$ cat config.mk
export PLATFORM = sky130hd
export DESIGN_NAME = sr_ctrl_stack
export DESIGN_NICKNAME = d
export VERILOG_FILES = /design/src/rtl/sr_ctrl_stack.sv
export SDC_FILE = /design/constraint.sdc
export NUM_CORES = 1
export LEC_CHECK = 0
export CELL_PAD_IN_SITES_DETAIL_PLACEMENT = 0
export CELL_PAD_IN_SITES_GLOBAL_PLACEMENT = 1
export CORE_MARGIN = 10
export CORE_UTILIZATION = 43
export DETAILED_ROUTE_END_ITERATION = 6
export PLACE_DENSITY = 0.82
export SYNTH_ARGS = -nofsm -noshare
export SYNTH_HDL_FRONTEND = slang
export SYNTH_SLANG_ARGS = --single-unit
$ cat constraint.sdc
create_clock -name clk -period 3.25 [get_ports clk]
set_input_delay 0.4875 -clock clk [delete_from_list [all_inputs] [get_ports clk]]
set_output_delay 0.4875 -clock clk [all_outputs]
set_load 0.01 [all_outputs]
$ cat src/rtl/sr_ctrl_stack.sv
// sr_ctrl_stack: status register with masked flag/bus writes and an interrupt shadow stack
module sr_ctrl_stack #(
  parameter int WIDTH = 16,
  parameter int DEPTH = 4,
  parameter logic [WIDTH-1:0] FLAG_MASK = 16'h0107,
  parameter int GIE_BIT = 3,
  parameter logic [WIDTH-1:0] LPM_MASK = 16'h00F0
) (
  input  logic                       clk,
  input  logic                       rst,
  input  logic [WIDTH-1:0]           flag_in,
  input  logic                       flag_we,
  input  logic [WIDTH-1:0]           bus_in,
  input  logic                       bus_we,
  input  logic                       irq_enter,
  input  logic                       reti,
  input  logic                       err_clr,
  output logic [WIDTH-1:0]           sr_out,
  output logic                       gie,
  output logic [$clog2(DEPTH+1)-1:0] stack_depth,
  output logic                       stack_full,
  output logic                       stack_empty,
  output logic                       stack_err
);
  localparam int DW = $clog2(DEPTH+1);
  localparam logic [WIDTH-1:0] CLR_MASK = LPM_MASK | (WIDTH'(1) << GIE_BIT);
  logic [WIDTH-1:0] stack [DEPTH];
  logic [WIDTH-1:0] top;
  logic             push, pop, err_set;
  assign stack_full  = stack_depth == DW'(DEPTH);
  assign stack_empty = stack_depth == '0;
  assign gie         = sr_out[GIE_BIT];
  assign push        = irq_enter && !stack_full;
  assign pop         = reti && !irq_enter && !stack_empty;
  assign err_set     = (irq_enter && stack_full) || (reti && !irq_enter && stack_empty);
  // Entry selection by compare avoids index-width mismatches between depth and the array
  always_comb begin
    top = stack[0];
    for (int i = 0; i < DEPTH; i++)
      if (stack_depth == DW'(i + 1)) top = stack[i];
  end
  always_ff @(posedge clk or posedge rst) begin
    if (rst) begin
      sr_out      <= '0;
      stack_depth <= '0;
      stack_err   <= 1'b0;
      for (int i = 0; i < DEPTH; i++) stack[i] <= '0;
    end else begin
      stack_err <= err_set || (stack_err && !err_clr);
      for (int i = 0; i < DEPTH; i++)
        if (push && stack_depth == DW'(i)) stack[i] <= sr_out;
      if (irq_enter) begin
        sr_out <= sr_out & ~CLR_MASK;
        if (push) stack_depth <= stack_depth + DW'(1);
      end else if (reti) begin
        if (pop) begin
          sr_out      <= top;
          stack_depth <= stack_depth - DW'(1);
        end
      end else if (bus_we) begin
        sr_out <= bus_in;
      end else if (flag_we) begin
        sr_out <= (sr_out & ~FLAG_MASK) | (flag_in & FLAG_MASK);
      end
    end
  end
endmodule
==> results.json <==
{
  "wl_per_cell_microns": 18.5,
  "slew_headroom_pct": 49.5,
  "max_cap_violations": 0,
  "syn_nets": 388,
  "crit_chain": "inv_1 -> ha_1 -> nand2b_1 -> inv_1 -> clkdlybuf4s50_1",
  "num_rows": 35,
  "slowest_stage": "clkdlybuf4s50_1",
  "postCtsSetupBuffers": 0,
  "grt_max_degree": 44,
  "drv_slew": 0,
  "cts.sinks": 84,
  "vdd_drop_max_mv": 0.445,
  "antenna_left": 0,
  "die-area_sq_um": 13800,
  "start_util_pct": 44.1,
  "drc": 0,
  "grt_use_total_pct": 14.8,
  "nets": 444,
  "ios": 62,
  "yosys_warnings": 0,
  "routed_wl_microns": 9860,
  "synth.avg_cell_area_sq_um": 11.9,
  "gr-total-overflow": 0,
  "place_inst": 517,
  "syn_area_sq_um": 4070,
  "worst_ep_arrival_time_ns": 2.02,
  "syn-instance-count": 343,
  "tns_ns": 0,
  "p_total_mw": 4.67,
  "drt_first_pass_iters": 4,
  "fin_area_sq_um": 5000,
  "r2r_setup_slack_ns": 1.01,
  "worstPathMaxFanout": 5,
  "met1_usage_pct": 19.1,
  "netlist_top_cells_area": "dfrtp_1, mux2_2, nand2_1, a21oi_1, o21ai_0",
  "status": "completed",
  "reg2reg_from": "stack_depth[0]",
  "cp.required_ns": 2.76,
  "antenna_found_initial": 0,
  "die_w_microns": 117,
  "cts_tree": "yes",
  "final_cell_mix": "dfrtp_1, mux2_2, clkdlybuf4s50_1",
  "setup.worst_path.end_class": "primary output",
  "finClkSkew_ns": 0.00684,
  "numCtsBuffers": 9,
  "stdcell_count": 533,
  "cp_num_buf_inv": 3,
  "vias_per_cell": 5.48,
  "layout_commonest_cell": "dfrtp_1",
  "syn_to_final_growth_pct": 22.8,
  "cts.path.max_buffers": 2,
  "yosysUniqueCellTypes": 36,
  "worstMarginPinSlew_ns": 0.757,
  "placed_area_sq_um": 4740,
  "cts_root_buf": "clkbuf_8",
  "hold_path_end": "stack[38]",
  "finalHoldViolCount": 0,
  "timing.fmax_mhz": 399,
  "clkTransAtPathRegs_ns": 0.08,
  "cts.hold.buffers_added": 0,
  "grt_pass1_vias": 3124,
  "whs_path_depth": 1,
  "start_kind": "register",
  "ys_ff_latch": 84,
  "core_sq_um": 9240,
  "reg2reg_to": "sr_out[4]",
  "drtIter0Drc": 159,
  "dpl.hpwl_microns": 6810,
  "grt-busiest-layer": "met2",
  "synth_top_area_cell": "dfrtp_1",
  "setup-violations-final": 0,
  "layout-drive-gt1-share_pct": 26.7,
  "antennaDiodeCount": 0,
  "seq_area_frac_synth_pct": 51.6,
  "clk_latency_ns": 0.35,
  "fin_crit_ns": 2.50,
  "dieHeight_microns": 117,
  "path_delay_family": "buffers and inverters",
  "p_per_area_nw_per_um2": 933,
  "num_vias": 2920,
  "cts_max_level": 3,
  "min_from": "stack[38]",
  "grt_pass1_wl_microns": 16700,
  "postCtsResizedCells": 0,
  "fin_hold_ws_ns": 0.504,
  "fin_crit_sh_pct": 77.0,
  "hold_class": "reg2reg",
  "gp_congestion": 0.774,
  "worstRegToRegCells": 7,
  "met3_usage_pct": 3.45,
  "worst_path_most_repeated_cell": "inv_1",
  "synth_top_area_share_pct": 51.6,
  "critPathKind": "reg2out",
  "leakage_nw": 2.17,
  "cp_slowest_stage_delay_ns": 0.57,
  "grt.met2_usage_pct": 23.3,
  "io_buffers": 49,
  "rsz0062_at_grt": "false"
}
==> worst reg2reg max path, stage by stage (launching register included) <==
cell and delay [ns]:
dfrtp_1 0.47, ha_1 0.23, ha_1 0.35, buf_4 0.31, nor4bb_1 0.29, a31oi_1 0.07, a311o_1 0.32, a21oi_1 0.13
==> worst max-delay path by stage <==
| stage | start | end | depth (start not counted) |
|---|---|---|---|
| 4_1_cts | stack_depth[0] | stack_empty | 5 |
| 3_5_place_dp | reti | sr_out[13] | 5 |
| 3_3_place_gp | reti | sr_out[9] | 5 |
| 6_report | stack_depth[0] | stack_empty | 5 |
| 5_1_grt | stack_depth[0] | stack_empty | 5 |
| 2_1_floorplan | rst | sr_out[0] | 1 |
==> metal layers <==
layer | routed length (microns) | part of all wire, %
met1 | 4680 | 47
met4 | 178 | 1.8
met5 | 0 | 0
met2 | 4590 | 47
met3 | 414 | 4.2
==> logic make-up after synthesis <==
kind of cell	synth area share (%)
flip-flops	51.6
AO/OA/AOI/OAI	13.5
multiplexers	19.4
AND/OR/NAND/NOR	9.16
buffers and inverters	4.27
adder cells (fa/ha/maj)	1.84
XOR/XNOR	0.215
==> through the flow <==
step	utilization (%)	setup slack (ns)
CTS	54.1	0.731
global placement	51.3	0.699
floorplan	-	0.597
detailed placement	51.3	0.661
finish	54.1	0.746
global route	54.1	0.618
==> sequential cells by signal, indices dropped and copies added (netlist names) <==
signal	count
sr_out	16
stack	64
stack_depth	3
stack_err	1
==> cells in the mapped netlist <==
master / instances
nor4bb_1: 8
o21bai_1: 1
o21ai_0: 18
ha_1: 6
o221ai_1: 7
xnor2_1: 1
nand2_2: 1
or3_1: 1
nand3_1: 1
nand3_2: 3
buf_6: 3
clkinv_1: 2
inv_1: 8
o22a_1: 9
nor3_1: 2
a21oi_1: 18
mux2_2: 65
o311ai_2: 1
a22oi_1: 5
a31oi_1: 13
and3b_1: 1
nor3b_1: 3
nor2_1: 13
clkbuf_2: 1
clkbuf_1: 6
and4bb_2: 1
nor3_2: 1
mux2i_1: 6
a311o_1: 5
nand2b_1: 5
buf_4: 4
nand2_1: 27
buf_2: 9
a2bb2oi_1: 2
dfrtp_1: 84
a32oi_1: 2
==> where the power goes <==
group | switching (mW) | total [mW] | internal [mW]
Combinational | 0.873 | 1.89 | 1.01
Clock | 0.371 | 0.926 | 0.555
Sequential | 0.334 | 1.86 | 1.52
==> area by class of cell <==
| cell class | instances | area (sq um) |
|---|---|---|
| Clock inverter | 5 | 106 |
| Sequential cell | 84 | 2100 |
| Fill cell | 789 | 4240 |
| Timing Repair Buffer | 68 | 646 |
| Inverter | 10 | 38.8 |
| Clock buffer | 11 | 151 |
| Multi-Input combinational cell | 226 | 1800 |
| Tap cell | 129 | 161 |
Power figures use the tool's default switching activity.
